$ cat config.mk
export PLATFORM = sky130hd
export DESIGN_NAME = st_align_unit
export DESIGN_NICKNAME = d
export VERILOG_FILES = /design/src/rtl/st_pkg.sv /design/src/rtl/st_lane_gen.sv /design/src/rtl/st_align_unit.sv
export SDC_FILE = /design/constraint.sdc
export NUM_CORES = 1
export LEC_CHECK = 0
export BUFFER_PORTS_ARGS = -buffer_cell sky130_fd_sc_hd__buf_2
export CORE_MARGIN = 2
export CORE_UTILIZATION = 35
export DETAILED_ROUTE_END_ITERATION = 8
export SYNTH_ARGS = -nofsm -noshare
export SYNTH_HDL_FRONTEND = slang
export SYNTH_SLANG_ARGS = --single-unit
$ cat constraint.sdc
create_clock -name clk -period 4.8 [get_ports clk]
set_input_delay 0.72 -clock clk [delete_from_list [all_inputs] [get_ports clk]]
set_output_delay 0.72 -clock clk [all_outputs]
set_load 0.02 [all_outputs]
$ cat src/rtl/st_pkg.sv
// Shared definitions for the store alignment unit: func3 codes, FSM state encoding
// and base byte-strobe patterns.
package st_pkg;

    localparam logic [2:0] ST_SB = 3'b000;
    localparam logic [2:0] ST_SH = 3'b001;
    localparam logic [2:0] ST_SW = 3'b010;

    localparam logic [3:0] STRB_B = 4'b0001;
    localparam logic [3:0] STRB_H = 4'b0011;
    localparam logic [3:0] STRB_W = 4'b1111;

    typedef enum logic [1:0] {
        IDLE  = 2'd0,
        BEAT0 = 2'd1,
        BEAT1 = 2'd2
    } st_state_e;

endpackage

$ cat src/rtl/st_lane_gen.sv
// Combinational lane generator: masks store data to the access size and shifts data
// and strobes into a 64-bit / 8-lane window spanning two words.
module st_lane_gen
    import st_pkg::*;
(
    input  logic [2:0]  func3_i,
    input  logic [1:0]  off_i,
    input  logic [31:0] data_i,
    output logic [63:0] wide_o,
    output logic [7:0]  smask_o,
    output logic        split_o,
    output logic        illegal_o
);

    logic [3:0]  m;
    logic [31:0] masked;

    always_comb begin
        m         = 4'b0000;
        masked    = 32'h0;
        illegal_o = 1'b0;
        case (func3_i)
            ST_SB: begin
                m      = STRB_B;
                masked = {24'h0, data_i[7:0]};
            end
            ST_SH: begin
                m      = STRB_H;
                masked = {16'h0, data_i[15:0]};
            end
            ST_SW: begin
                m      = STRB_W;
                masked = data_i;
            end
            default: illegal_o = 1'b1;
        endcase
    end

    assign wide_o  = {32'h0, masked} << {off_i, 3'b000};
    assign smask_o = {4'b0000, m} << off_i;
    assign split_o = |smask_o[7:4];

endmodule

$ cat src/rtl/st_align_unit.sv
// Store alignment unit: accepts a store, issues one or two word-aligned write beats.
// Build option: MISALIGN_TRAP_EN rejects word-crossing stores with st_err.
//
// state | meaning
// IDLE  | ready for a request; st_done / st_err pulses appear here
// BEAT0 | first (or only) beat at the base word address
// BEAT1 | second beat at base+4 for word-crossing stores
module st_align_unit
    import st_pkg::*;
#(
    parameter int XLEN   = 32,
    parameter int ADDR_W = 32
) (
    input  logic              clk,
    input  logic              rst_n,
    input  logic              req_valid,
    output logic              req_ready,
    input  logic [2:0]        req_func3,
    input  logic [ADDR_W-1:0] req_addr,
    input  logic [XLEN-1:0]   req_data,
    output logic              mem_valid,
    input  logic              mem_ready,
    output logic [ADDR_W-1:0] mem_addr,
    output logic [XLEN-1:0]   mem_wdata,
    output logic [3:0]        mem_wstrb,
    output logic              st_done,
    output logic              st_err
);

    st_state_e         state_q, state_d;
    logic [ADDR_W-1:0] addr_q, addr_d;
    logic [XLEN-1:0]   wdata_q, wdata_d, hi_wdata_q, hi_wdata_d;
    logic [3:0]        wstrb_q, wstrb_d, hi_wstrb_q, hi_wstrb_d;
    logic              split_q, split_d;
    logic              done_q, done_d, err_q, err_d;

    logic [63:0] wide;
    logic [7:0]  smask;
    logic        split, illegal, reject;

    st_lane_gen u_lane_gen (
        .func3_i   (req_func3),
        .off_i     (req_addr[1:0]),
        .data_i    (req_data),
        .wide_o    (wide),
        .smask_o   (smask),
        .split_o   (split),
        .illegal_o (illegal)
    );

`ifdef MISALIGN_TRAP_EN
    assign reject = illegal | split;
`else
    assign reject = illegal;
`endif

    always_comb begin
        state_d    = state_q;
        addr_d     = addr_q;
        wdata_d    = wdata_q;
        wstrb_d    = wstrb_q;
        hi_wdata_d = hi_wdata_q;
        hi_wstrb_d = hi_wstrb_q;
        split_d    = split_q;
        done_d     = 1'b0;
        err_d      = 1'b0;
        case (state_q)
            IDLE: begin
                if (req_valid) begin
                    if (reject) begin
                        err_d = 1'b1;
                    end else begin
                        state_d    = BEAT0;
                        addr_d     = {req_addr[ADDR_W-1:2], 2'b00};
                        wdata_d    = wide[31:0];
                        wstrb_d    = smask[3:0];
                        hi_wdata_d = wide[63:32];
                        hi_wstrb_d = smask[7:4];
                        split_d    = split;
                    end
                end
            end
            BEAT0: begin
                if (mem_ready) begin
                    if (split_q) begin
                        state_d = BEAT1;
                        addr_d  = addr_q + ADDR_W'(4);
                        wdata_d = hi_wdata_q;
                        wstrb_d = hi_wstrb_q;
                    end else begin
                        state_d = IDLE;
                        done_d  = 1'b1;
                    end
                end
            end
            BEAT1: begin
                if (mem_ready) begin
                    state_d = IDLE;
                    done_d  = 1'b1;
                end
            end
            default: state_d = IDLE;
        endcase
    end

    always_ff @(posedge clk or negedge rst_n) begin
        if (!rst_n) begin
            state_q    <= IDLE;
            addr_q     <= '0;
            wdata_q    <= '0;
            wstrb_q    <= '0;
            hi_wdata_q <= '0;
            hi_wstrb_q <= '0;
            split_q    <= 1'b0;
            done_q     <= 1'b0;
            err_q      <= 1'b0;
        end else begin
            state_q    <= state_d;
            addr_q     <= addr_d;
            wdata_q    <= wdata_d;
            wstrb_q    <= wstrb_d;
            hi_wdata_q <= hi_wdata_d;
            hi_wstrb_q <= hi_wstrb_d;
            split_q    <= split_d;
            done_q     <= done_d;
            err_q      <= err_d;
        end
    end

    // mem_valid decodes the state register so it falls with the async reset
    assign req_ready = (state_q == IDLE);
    assign mem_valid = (state_q != IDLE);
    assign mem_addr  = addr_q;
    assign mem_wdata = wdata_q;
    assign mem_wstrb = wstrb_q;
    assign st_done   = done_q;
    assign st_err    = err_q;

endmodule

==> flow_summary_export.csv, run 1 <==
group,metric,value,unit
outcome,outcome,"completed",
timing,report.final.setup_viol,0,
timing,fin_skew,0.009610,ns
global_routing,grt_start_max_net_pins,69,
floorplan,placeableCoreArea,15770,um^2
cts,clock_path_buffers,2,
floorplan,die_width,130.5,um
cts,cts_tree,"built",
power_and_ir_drop,power.static_leakage,2.942,nW
power_and_ir_drop,fin_total_pwr,4.482,mW
timing,finalCritPeriodShare,60.77,%
cts,cts_max_level,3,
place,dpl.hpwl,12850,um
timing,fin_tns_setup,0,ns
timing,worst_slew_margin_rel,29.52,%
yosys,postSynthAreaPerCell,9.299,um^2
yosys,mappedNetlistArea,5598,um^2
global_routing,grt_pass1_wl,28040,um
global_routing,first_global_vias,5139,
yosys,synth.ff_latch_count,98,
yosys,synth-edff-count,0,
drt,drt_drc_violations_left,0,
yosys,synth_warnings,0,
yosys,synthArstFlopShare,100.0,%
cts,cts_post_setup_buffers_inserted,0,
drt,1st_iter_drt_viols,438,
critical_path,path_max_fanout,47,
run,cap_violations,0,
yosys,compound_cell_area_share_of_the_yosys_netlist,24.74,%
timing,tightestPinTransition,1.051,ns
yosys,synthXorXnorAreaFrac,0,%
drt,dr_total_vias,5395,
critical_path,ff2ff_setup_slack,1.88,ns
yosys,synthesized_area_fraction_occupied_by_adder_cells,1.118,%
yosys,netlist-cell-type-count,54,
yosys,synth_seq_area_share,43.81,%
cts,ctsHoldBuffers,0,
drt,detail-route-antenna-nets,0,
global_routing,antenna_found_initial,1,
cts,clock_sinks,98,
drt,wirelength,18090,um
global_routing,track_usage,21.51,%
drt,routedWlPerCell,19.49,um
cts,path_clk_slew,0.07,ns
hold_path,hold_class,"flip-flop to flip-flop",
floorplan,initial_core_util,35.50,%
cts,clock_latency,0.36,ns
power_and_ir_drop,ir_worst_vdd,0.3026,mV
timing,drv_slew,0,
critical_path,timing.critical_path.arrival,3.16,ns
drt,first_pass_iters,6,
critical_path,crit_path_end_kind,"flip-flop",
cts,cts-buffers-inserted,9,
place,routabilityCongestion,0.8956,
cells_and_area,drive_gt1_share,25.88,%
cts,cts_resized,0,
global_routing,globalRoute.totalOverflow,0,
drt,routed_via_density,5.814,
yosys,synth_ff_type,"sky130_fd_sc_hd__dfrtp_1",
place,port-buffer-count,140,
timing,maximum_clock_frequency,342.8,MHz
floorplan,die-area,17020,um^2
timing,period_needed,2.917,ns
yosys,yosys.area_share.simple,18.08,%
floorplan,rows,46,
timing,rsz_0062_raised_after_global_routing,"no",
critical_path,critPathKind,"input port to flip-flop",
yosys,syn-instance-count,602,
cells_and_area,area_growth,19.65,%
critical_path,cp-start-kind,"input port",
timing,final_hold_viol_count,0,
critical_path,wp_data_required,5.05,ns
cells_and_area,final_net_count,782,
power_and_ir_drop,power-per-cell-area,669.1,nW/um^2
yosys,yosys-mux-area-fraction,6.705,%
cts,clock_tree.root_cell,"sky130_fd_sc_hd__clkbuf_16",
floorplan,io_pins,143,
floorplan,die-height,130.5,um
yosys,synth_top_family_by_area,"compound AO/OA/AOI/OAI gates",
-- placed cells by master, fill, tap and decap left out, types with 17 or more instances in the layout --
| master | Yosys | layout |
|---|---|---|
| sky130_fd_sc_hd__mux2i_1 | 33 | 33 |
| sky130_fd_sc_hd__dfrtp_1 | 98 | 98 |
| sky130_fd_sc_hd__nand2_1 | 61 | 60 |
| sky130_fd_sc_hd__a221oi_1 | 17 | 17 |
| sky130_fd_sc_hd__a21oi_1 | 22 | 22 |
| sky130_fd_sc_hd__nor3_1 | 25 | 25 |
| sky130_fd_sc_hd__a22oi_1 | 22 | 22 |
| sky130_fd_sc_hd__buf_2 | 22 | 139 |
| sky130_fd_sc_hd__o21ai_0 | 65 | 65 |
| sky130_fd_sc_hd__nor2_1 | 38 | 37 |
| sky130_fd_sc_hd__nand3_1 | 23 | 23 |
-- registers in the layout (all words and copies together) (netlist names) --
name	cells
mem_wstrb	4
hi_wstrb_q	3
hi_wdata_q	24
mem_addr	30
split_q	1
state_q	2
mem_wdata	32
st_err	1
st_done	1
-- cell usage after synthesis (3+ instances only) --
library cell                count  share of area [%]
sky130_fd_sc_hd__dfrtp_1       98                 44
sky130_fd_sc_hd__o21ai_0       65                5.8
sky130_fd_sc_hd__nand2_1       61                4.1
sky130_fd_sc_hd__nor2_1        38                2.5
sky130_fd_sc_hd__mux2i_1       33                5.9
sky130_fd_sc_hd__nor3_1        25                2.2
sky130_fd_sc_hd__clkbuf_1      23                1.5
sky130_fd_sc_hd__nand3_1       23                2.1
sky130_fd_sc_hd__a21oi_1       22                2.0
sky130_fd_sc_hd__a22oi_1       22                3.0
sky130_fd_sc_hd__buf_2         22                2.0
sky130_fd_sc_hd__a221oi_1      17                2.7
sky130_fd_sc_hd__o22ai_1       13                1.5
sky130_fd_sc_hd__nand4_1       10                1.1
sky130_fd_sc_hd__a22o_1         9                1.4
sky130_fd_sc_hd__inv_1          9               0.60
sky130_fd_sc_hd__o21a_1         9                1.2
sky130_fd_sc_hd__a2bb2oi_1      8                1.3
sky130_fd_sc_hd__nor4_1         8               0.89
sky130_fd_sc_hd__o211ai_1       8                1.1
sky130_fd_sc_hd__o221ai_1       8                1.3
sky130_fd_sc_hd__o2bb2a_1       8                1.4
sky130_fd_sc_hd__a21o_1         5               0.67
sky130_fd_sc_hd__buf_4          5               0.67
sky130_fd_sc_hd__ha_1           5                1.1
sky130_fd_sc_hd__and3_1         4               0.45
sky130_fd_sc_hd__mux2_2         4               0.80
sky130_fd_sc_hd__and4_1         3               0.47
-- cells by family (layout without fill, tap and decap cells) --
| logic type | count (synthesis) | count (layout) |
|---|---|---|
| adder cells (fa/ha/maj) | 5 | 5 |
| buffers and inverters | 65 | 173 |
| AND/OR/NAND/NOR | 191 | 191 |
| flip-flops | 98 | 98 |
| multiplexers | 37 | 37 |
| AO/OA/AOI/OAI | 205 | 205 |
| other | 1 | 3 |
-- layout make-up --
| type | count | area (um^2) |
|---|---|---|
| Antenna cell | 1 | 2.502 |
| Clock buffer | 11 | 242.7 |
| Clock inverter | 5 | 86.33 |
| Fill cell | 1594 | 9072 |
| Inverter | 10 | 37.54 |
| Multi-Input combinational cell | 440 | 2850 |
| Sequential cell | 98 | 2452 |
| Tap cell | 216 | 270.3 |
| Timing Repair Buffer | 147 | 755.7 |
-- path summary, 6_finish.rpt --
kind,start,cells after the start,endpoint
min in group asynchronous,rst_n,1,mem_addr[12]$_DFFE_PN0P_
hold reg to reg,hi_wdata_q[9]$_DFFE_PN0P_,2,hi_wdata_q[9]$_DFFE_PN0P_
max in group asynchronous,rst_n,2,mem_wdata[18]$_DFFE_PN0P_
hold / removal,hi_wdata_q[9]$_DFFE_PN0P_,2,hi_wdata_q[9]$_DFFE_PN0P_
setup reg to reg,state_q[1]$_DFFE_PN0P_,7,mem_wdata[24]$_DFFE_PN0P_
setup / recovery,req_func3[2],7,mem_wdata[6]$_DFFE_PN0P_
-- power by group --
group	leakage [nW]	switching [mW]	internal (mW)
clock network	0.154	0.338	0.475
registers	1.25	0.367	1.17
logic	1.54	1.40	0.740
-- stage by stage --
step | setup WS, ns | instance area (um^2) | std cells | util, % | hold slack, ns
floorplan | 2.793 | 5602 | 603 | - | 0.4244
global placement | 1.609 | 6366 | 911 | 40.37 | 0.4598
detailed placement | 1.526 | 6366 | 911 | 40.37 | 0.4622
CTS | 1.858 | 6695 | 927 | 42.45 | 0.4780
global route | 1.569 | 6698 | 928 | 42.47 | 0.4919
finish | 1.883 | 6698 | 928 | 42.47 | 0.4762
-- worst max-delay path, stage by stage --
cell and delay (ns):
sky130_fd_sc_hd__buf_2 0.23, sky130_fd_sc_hd__a21oi_2 0.51, sky130_fd_sc_hd__a21o_1 0.54, sky130_fd_sc_hd__nand2_2 0.40
sky130_fd_sc_hd__buf_4 0.40, sky130_fd_sc_hd__a221oi_1 0.27, sky130_fd_sc_hd__nor2_1 0.06
-- metal layers --
layer / share of wire [%] / track usage, %
met3: 7.2 / 4.112
met2: 46 / 33.57
met4: 3.0 / 8.573
met1: 44 / 29.65
met5: 0 / 0
No activity file was read; power rests on OpenSTA's default activity.
==> run 2, diff against run 1 <==
- clock period: 4.8 -> 2.3 ns (I/O delays scaled with it)
==> run 2 against run 1 <==
Final area grew 3.6%. Worst hold slack got worse by 0.25 ns. Die area unchanged. Clock skew about the same. Non-clock buffer count rose by 25. Critical endpoint is now mem_wdata[27]$_DFFE_PN0P_. Largest cell class unchanged.
==> flow_summary_export.csv, run 2 (synthesized netlist as in run 1, its figures left out) <==
group,metric,value,unit
power_and_ir_drop,power-per-cell-area,1391,nW/um^2
power_and_ir_drop,internal-power,5.266,mW
global_routing,most_heavily_used_metal_layer_in_global_routing,"met2",
timing,final_hold_viol_count,0,
critical_path,crit_path_end_kind,"flip-flop",
global_routing,globalRouteMet3Util,3.909,%
drt,first_pass_iters,5,
cells_and_area,area_growth,23.94,%
critical_path,ff2ff_setup_slack,0.17,ns
floorplan,io_pins,143,
global_routing,grt_use_met2,33.42,%
cts,clock_latency,0.35,ns
power_and_ir_drop,power.share.switching,45.44,%
power_and_ir_drop,share_clk_of_total_power,18.2,%
timing,drv_slew,0,
cts,clock_tree.root_cell,"sky130_fd_sc_hd__clkbuf_16",
critical_path,path_cells,"inv_1 > ha_2 > buf_4 > or2_1 > or3_1 > o221ai_1 > o21a_1",
drt,detail-route-antenna-nets,0,
drt,drt_drc_violations_left,0,
floorplan,initial_core_util,35.50,%
floorplan,die-height,130.5,um
power_and_ir_drop,power.static_leakage,3.087,nW
drt,1st_iter_drt_viols,439,
outcome,outcome,"completed",
critical_path,library_cell_contributing_the_largest_single_delay_on_the_critical_path,"sky130_fd_sc_hd__or3_1",
place,routabilityCongestion,0.8901,
cells_and_area,stdcell_count,951,
drt,routedWlPerCell,18.88,um
power_and_ir_drop,sequentialPowerShare,32.8,%
critical_path,r2r_start,"state_q[1]$_DFFE_PN0P_",
floorplan,placeableCoreArea,15770,um^2
drt,dr_total_vias,5404,
timing,finalCritPeriodShare,92.64,%
cts,cts_tree,"built",
cells_and_area,n_antenna_cell,0,
drt,wirelength,17950,um
timing,tightestPinTransition,0.6169,ns
critical_path,critical_path.max_stage_delay,0.49,ns
global_routing,track_usage,21.15,%
timing,worst_hold_slack,0.2242,ns
drt,routed_via_density,5.682,
cts,cts_post_setup_buffers_inserted,0,
global_routing,grt_start_max_net_pins,57,
critical_path,wp_data_required,2.59,ns
timing,fin_tns_setup,0,ns
critical_path,critPathKind,"flip-flop to flip-flop",
run,cap_violations,0,
critical_path,critical_path.startpoint,"state_q[1]$_DFFE_PN0P_",
cells_and_area,fillCellCount,1607,
cts,clock_path_buffers,2,
global_routing,routing_usage_on_met1,29.05,%
critical_path,timing.critical_path.arrival,2.42,ns
cells_and_area,layout.cells.most_common_list,"sky130_fd_sc_hd__buf_2, sky130_fd_sc_hd__dfrtp_1, sky130_fd_sc_hd__o21ai_0",
cells_and_area,drive_gt1_share,28.44,%
timing,report.final.setup_viol,0,
floorplan,die_width,130.5,um
power_and_ir_drop,ir_worst_vdd,0.6477,mV
cts,cts-buffers-inserted,9,
cells_and_area,largest_reg_flops,32,
place,dpl.hpwl,13150,um
timing,worst_slew_margin_rel,58.74,%
place,placed_area,6571,um^2
floorplan,rows,46,
timing,rsz_0062_raised_after_global_routing,"no",
global_routing,antenna_found_initial,0,
cells_and_area,postLayoutCellArea,6938,um^2
cts,clock_sinks,98,
hold_path,hold_class,"input port to flip-flop",
place,place.detailed.instances,935,
power_and_ir_drop,switching_power,4.385,mW
timing,maximum_clock_frequency,469.3,MHz
timing,fin_skew,0.009263,ns
timing,period_needed,2.131,ns
hold_path,timing.hold.worst.start,"req_addr[9]",
global_routing,grt_pass1_wl,27740,um
cells_and_area,layout_commonest_cell,"sky130_fd_sc_hd__buf_2",
global_routing,globalRoute.totalOverflow,0,
power_and_ir_drop,power.combinational.fraction,49.0,%
place,port-buffer-count,140,
cts,path_clk_slew,0.07,ns
cells_and_area,final_net_count,807,
global_routing,first_global_vias,5064,
cts,cts_max_level,3,
critical_path,path_max_fanout,13,
floorplan,die-area,17020,um^2
critical_path,cp-start-kind,"flip-flop",
==> run 2: worst max-delay path: cells and delay by family (launching register included) <==
family	cells	cell delay [ns]
fa+ha+maj	1	0.20
compound gates	2	0.48
simple gates	2	0.74
buf+inv	2	0.29
flops	1	0.37
==> run 2: metal layers <==
metal / wire length [um] / vias to the layer above
met3: 1346 / 33
met4: 433 / 0
met2: 8305 / 241
met5: 0 / -
li1: - / 2518
met1: 7866 / 2612
==> run 2: repair_timing <==
action	4_1_cts	5_1_grt
setup endpoints to repair	0	8
gates resized for setup	0	3
hold buffers	1	0
endpoints found under the hold margin	8	0
==> run 2: per-stage QoR <==
stage	utilization (%)	total power [mW]	setup slack (ns)
floorplan	-	6.168	0.2935
global placement	41.67	7.772	0.2348
detailed placement	41.67	7.913	0.1791
CTS	43.90	9.697	0.1638
global route	43.99	10.33	0.05330
finish	43.99	9.650	0.1693
==> run 2: cell type report <==
cell class / count / area, um^2 / share of cell area [%]
clock buffers: 10 / 239.0 / 3.445
clock inverters: 5 / 102.6 / 1.479
inverters: 10 / 37.54 / 0.5410
multi-input cells: 440 / 2865 / 41.30
flip-flops and latches: 98 / 2452 / 35.35
well taps: 216 / 270.3 / 3.895
repair buffers: 172 / 970.9 / 13.99
==> run 2: final timing paths <==
path,cells past startpoint,to
hold / removal,3,mem_addr[9]$_DFFE_PN0P_
min in group asynchronous,2,mem_addr[9]$_DFFE_PN0P_
setup / recovery,7,mem_wdata[27]$_DFFE_PN0P_
hold reg to reg,2,mem_wdata[21]$_DFFE_PN0P_
max in group asynchronous,3,mem_wdata[14]$_DFFE_PN0P_
setup reg to reg,7,mem_wdata[27]$_DFFE_PN0P_
==> run 2: power by group through the flow <==
stage / registers (mW) / clock network [mW] / logic (mW)
finish: 3.16 / 1.76 / 4.73
global route: 3.27 / 1.87 / 5.19
CTS: 3.15 / 1.80 / 4.75
detailed placement: 3.18 / 0 / 4.74
global placement: 3.15 / 0 / 4.62
floorplan: 3.67 / 0 / 2.50
==> run 3, diff against run 2 <==
- SYNTH_HIERARCHICAL: not set -> 1
==> run 3 against run 2 <==
The flow now finishes with violations (design-rule violations). Fmax grew 2.9%. Die area grew 15%. Clock power shrank 11%. Routed wire length increased by 5.4%. Register-to-register slack improved by 0.06 ns. Clock-buffer cell count fell by 1. Clock skew decreased by 0.0032 ns. Non-clock buffer count down 8. Critical endpoint is now mem_wdata[12]$_DFFE_PN0P_. Largest cell class unchanged.
==> flow_summary_export.csv, run 3 <==
group,metric,value,unit
outcome,outcome,"finished with violations",
outcome,violations,"design-rule violations",
yosys,netlist-cell-type-count,59,
timing,worst_slew_margin_rel,48.42,%
hold_path,hold_class,"input port to flip-flop",
place,port-buffer-count,140,
timing,rsz_0062_raised_after_global_routing,"no",
power_and_ir_drop,switching_power,4.158,mW
power_and_ir_drop,power-per-cell-area,1182,nW/um^2
drt,routed_via_density,5.456,
yosys,yosys.cell_count.top_type,"sky130_fd_sc_hd__dfrtp_1",
timing,period_needed,2.071,ns
power_and_ir_drop,ir_worst_vdd,0.5193,mV
place,routabilityCongestion,0.8033,
drt,routedWlPerCell,18.30,um
yosys,synth_warnings,6,
global_routing,globalRoute.totalOverflow,0,
cts,clock_tree.root_cell,"sky130_fd_sc_hd__clkbuf_16",
timing,maximum_clock_frequency,482.9,MHz
yosys,synthArstFlopShare,100.0,%
yosys,synth.top_cells.by_area,"sky130_fd_sc_hd__dfrtp_1, sky130_fd_sc_hd__mux2i_1, sky130_fd_sc_hd__mux2_2",
drt,route.met3.wl,1375,um
yosys,post-synth-top-area-cell,"sky130_fd_sc_hd__dfrtp_1",
yosys,synth-edff-count,0,
global_routing,first_global_vias,5440,
timing,finalCritPeriodShare,90.04,%
cts,cts-buffers-inserted,9,
drt,dr_total_vias,5642,
global_routing,grt_pass1_wl,30140,um
timing,tightestPinTransition,0.7709,ns
place,place.detailed.instances,1016,
timing,final_hold_viol_count,0,
global_routing,track_usage,19.40,%
power_and_ir_drop,power.static_leakage,3.595,nW
floorplan,rows,49,
drt,metal_1_wl,8031,um
timing,drv_slew,0,
yosys,postSynthAreaPerCell,9.554,um^2
floorplan,placeableCoreArea,18090,um^2
timing,fin_skew,0.006083,ns
floorplan,io_pins,143,
drt,wirelength,18920,um
drt,detail-route-antenna-nets,0,
power_and_ir_drop,power.share.switching,45.67,%
floorplan,die-area,19610,um^2
cts,cts_tree,"built",
critical_path,wp_data_required,2.53,ns
global_routing,grt_start_max_net_pins,55,
cells_and_area,layout_commonest_cell,"sky130_fd_sc_hd__buf_2",
cts,path_clk_slew,0.08,ns
power_and_ir_drop,share_clk_of_total_power,17.1,%
cells_and_area,layout.area.seq,2678,um^2
cells_and_area,fillCellCount,1780,
drt,dr.max_layer_used,"met5",
cells_and_area,drive_gt1_share,29.48,%
yosys,synth_ff_type,"sky130_fd_sc_hd__dfrtp_1",
yosys,mappedNetlistArea,6477,um^2
cells_and_area,multiInputGateArea,3475,um^2
drt,first_pass_iters,9,
cells_and_area,area_growth,18.97,%
place,dpl.hpwl,13430,um
yosys,synth_seq_area_share,41.34,%
power_and_ir_drop,sequentialPowerShare,34.8,%
floorplan,die-height,140.0,um
cts,clock_path_buffers,2,
floorplan,initial_core_util,35.81,%
cts,clock_latency,0.36,ns
yosys,portion_of_synthesized_cell_area_occupied_by_the_leading_cell_type,41.34,%
critical_path,crit_path_end_kind,"flip-flop",
cells_and_area,stdcell_count,1034,
timing,fin_tns_setup,0,ns
power_and_ir_drop,internal-power,4.948,mW
floorplan,die_width,140.0,um
run,cap_violations,0,
critical_path,critPathKind,"flip-flop to flip-flop",
global_routing,antenna_found_initial,4,
yosys,syn-instance-count,678,
power_and_ir_drop,power.combinational.fraction,48.1,%
yosys,synth.top_cells.by_count,"sky130_fd_sc_hd__dfrtp_1, sky130_fd_sc_hd__nand2_1, sky130_fd_sc_hd__mux2i_1",
timing,report.final.setup_viol,0,
cts,clock_sinks,107,
drt,1st_iter_drt_viols,429,
cts,cts_max_level,3,
drt,dr_wl_met2,9238,um
critical_path,path_max_fanout,38,
yosys,synth.ff_latch_count,107,
cells_and_area,layout.cells.most_common_list,"sky130_fd_sc_hd__buf_2, sky130_fd_sc_hd__dfrtp_1, sky130_fd_sc_hd__nand2_1",
drt,drt_drc_violations_left,28,
critical_path,cp-start-kind,"flip-flop",
cells_and_area,final_net_count,874,
critical_path,timing.critical_path.arrival,2.30,ns
[run 3: worst paths after layout]
path	start	end	slack, ns	cells past startpoint
min in group asynchronous	rst_n	mem_addr[26]$_DFFE_PN0P_	0.45	2
worst max-delay path	state_q[0]$_DFFE_PN0P_	mem_wdata[12]$_DFFE_PN0P_	0.23	6
max in group asynchronous	rst_n	mem_wdata[29]$_DFFE_PN0P_	1.10	3
worst max register to register	state_q[0]$_DFFE_PN0P_	mem_wdata[12]$_DFFE_PN0P_	0.23	6
worst min register to register	mem_wdata[28]$_DFFE_PN0P_	mem_wdata[28]$_DFFE_PN0P_	0.48	2
worst min-delay path	req_addr[9]	mem_addr[9]$_DFFE_PN0P_	0.19	3
[run 3: final cells by class]
type | instances | share of cell area, %
diodes | 1 | 0.03247
clock buffers | 9 | 2.923
clock inverters | 7 | 0.8118
inverters | 11 | 0.5358
multi-input cells | 506 | 45.09
flip-flops and latches | 107 | 34.75
well taps | 229 | 3.718
repair buffers | 164 | 12.14
[run 3: timing repair]
action,CTS,global route
hold buffers,1,0
setup buffers,0,0
hold endpoints to repair,26,0
endpoints found under the setup margin,0,4
gates resized for setup,0,1
[run 3: power groups by stage]
stage / combinational, mW / sequential [mW] / clock [mW]
global route: 4.82 / 3.28 / 1.70
global placement: 4.37 / 3.18 / 0
floorplan: 2.55 / 3.60 / 0
detailed placement: 4.42 / 3.21 / 0
finish: 4.38 / 3.17 / 1.56
CTS: 4.43 / 3.17 / 1.62
[run 3: kinds of logic after synthesis]
family / count (synthesis) / synth area share (%)
AOI/OAI and AO/OA: 157 / 16.63
buffers and inverters: 74 / 5.988
muxes: 91 / 14.78
adders and majority gates: 4 / 0.7727
other: 2 / 0.1159
and+or+nand+nor: 243 / 20.38
DFF: 107 / 41.34
[run 3: worst max-delay path: stages (launching register included)]
cell                      delay (ns)
sky130_fd_sc_hd__dfrtp_1        0.40
sky130_fd_sc_hd__inv_1          0.10
sky130_fd_sc_hd__ha_1           0.28
sky130_fd_sc_hd__nor2_1         0.23
sky130_fd_sc_hd__a211o_2        0.36
sky130_fd_sc_hd__buf_4          0.38
sky130_fd_sc_hd__o21ai_0        0.17
[run 3: per-layer routing]
layer | vias up | track usage [%]
met1 | 2704 | 25.16
li1 | 2719 | -
met3 | 24 | 5.094
met4 | 4 | 4.466
met5 | - | 0
met2 | 191 | 32.64
[run 3: metrics by stage]
stage	hold slack [ns]	utilization, %	power [mW]	setup WS, ns	instance area [um^2]
CTS	0.1825	42.58	9.219	0.1528	7701
floorplan	0.04941	-	6.151	0.3603	6511
global placement	0.3076	40.93	7.551	0.1948	7403
finish	0.1932	42.61	9.106	0.2290	7706
global route	0.2013	42.59	9.799	0.004067	7704
detailed placement	0.3105	40.93	7.626	0.1712	7403
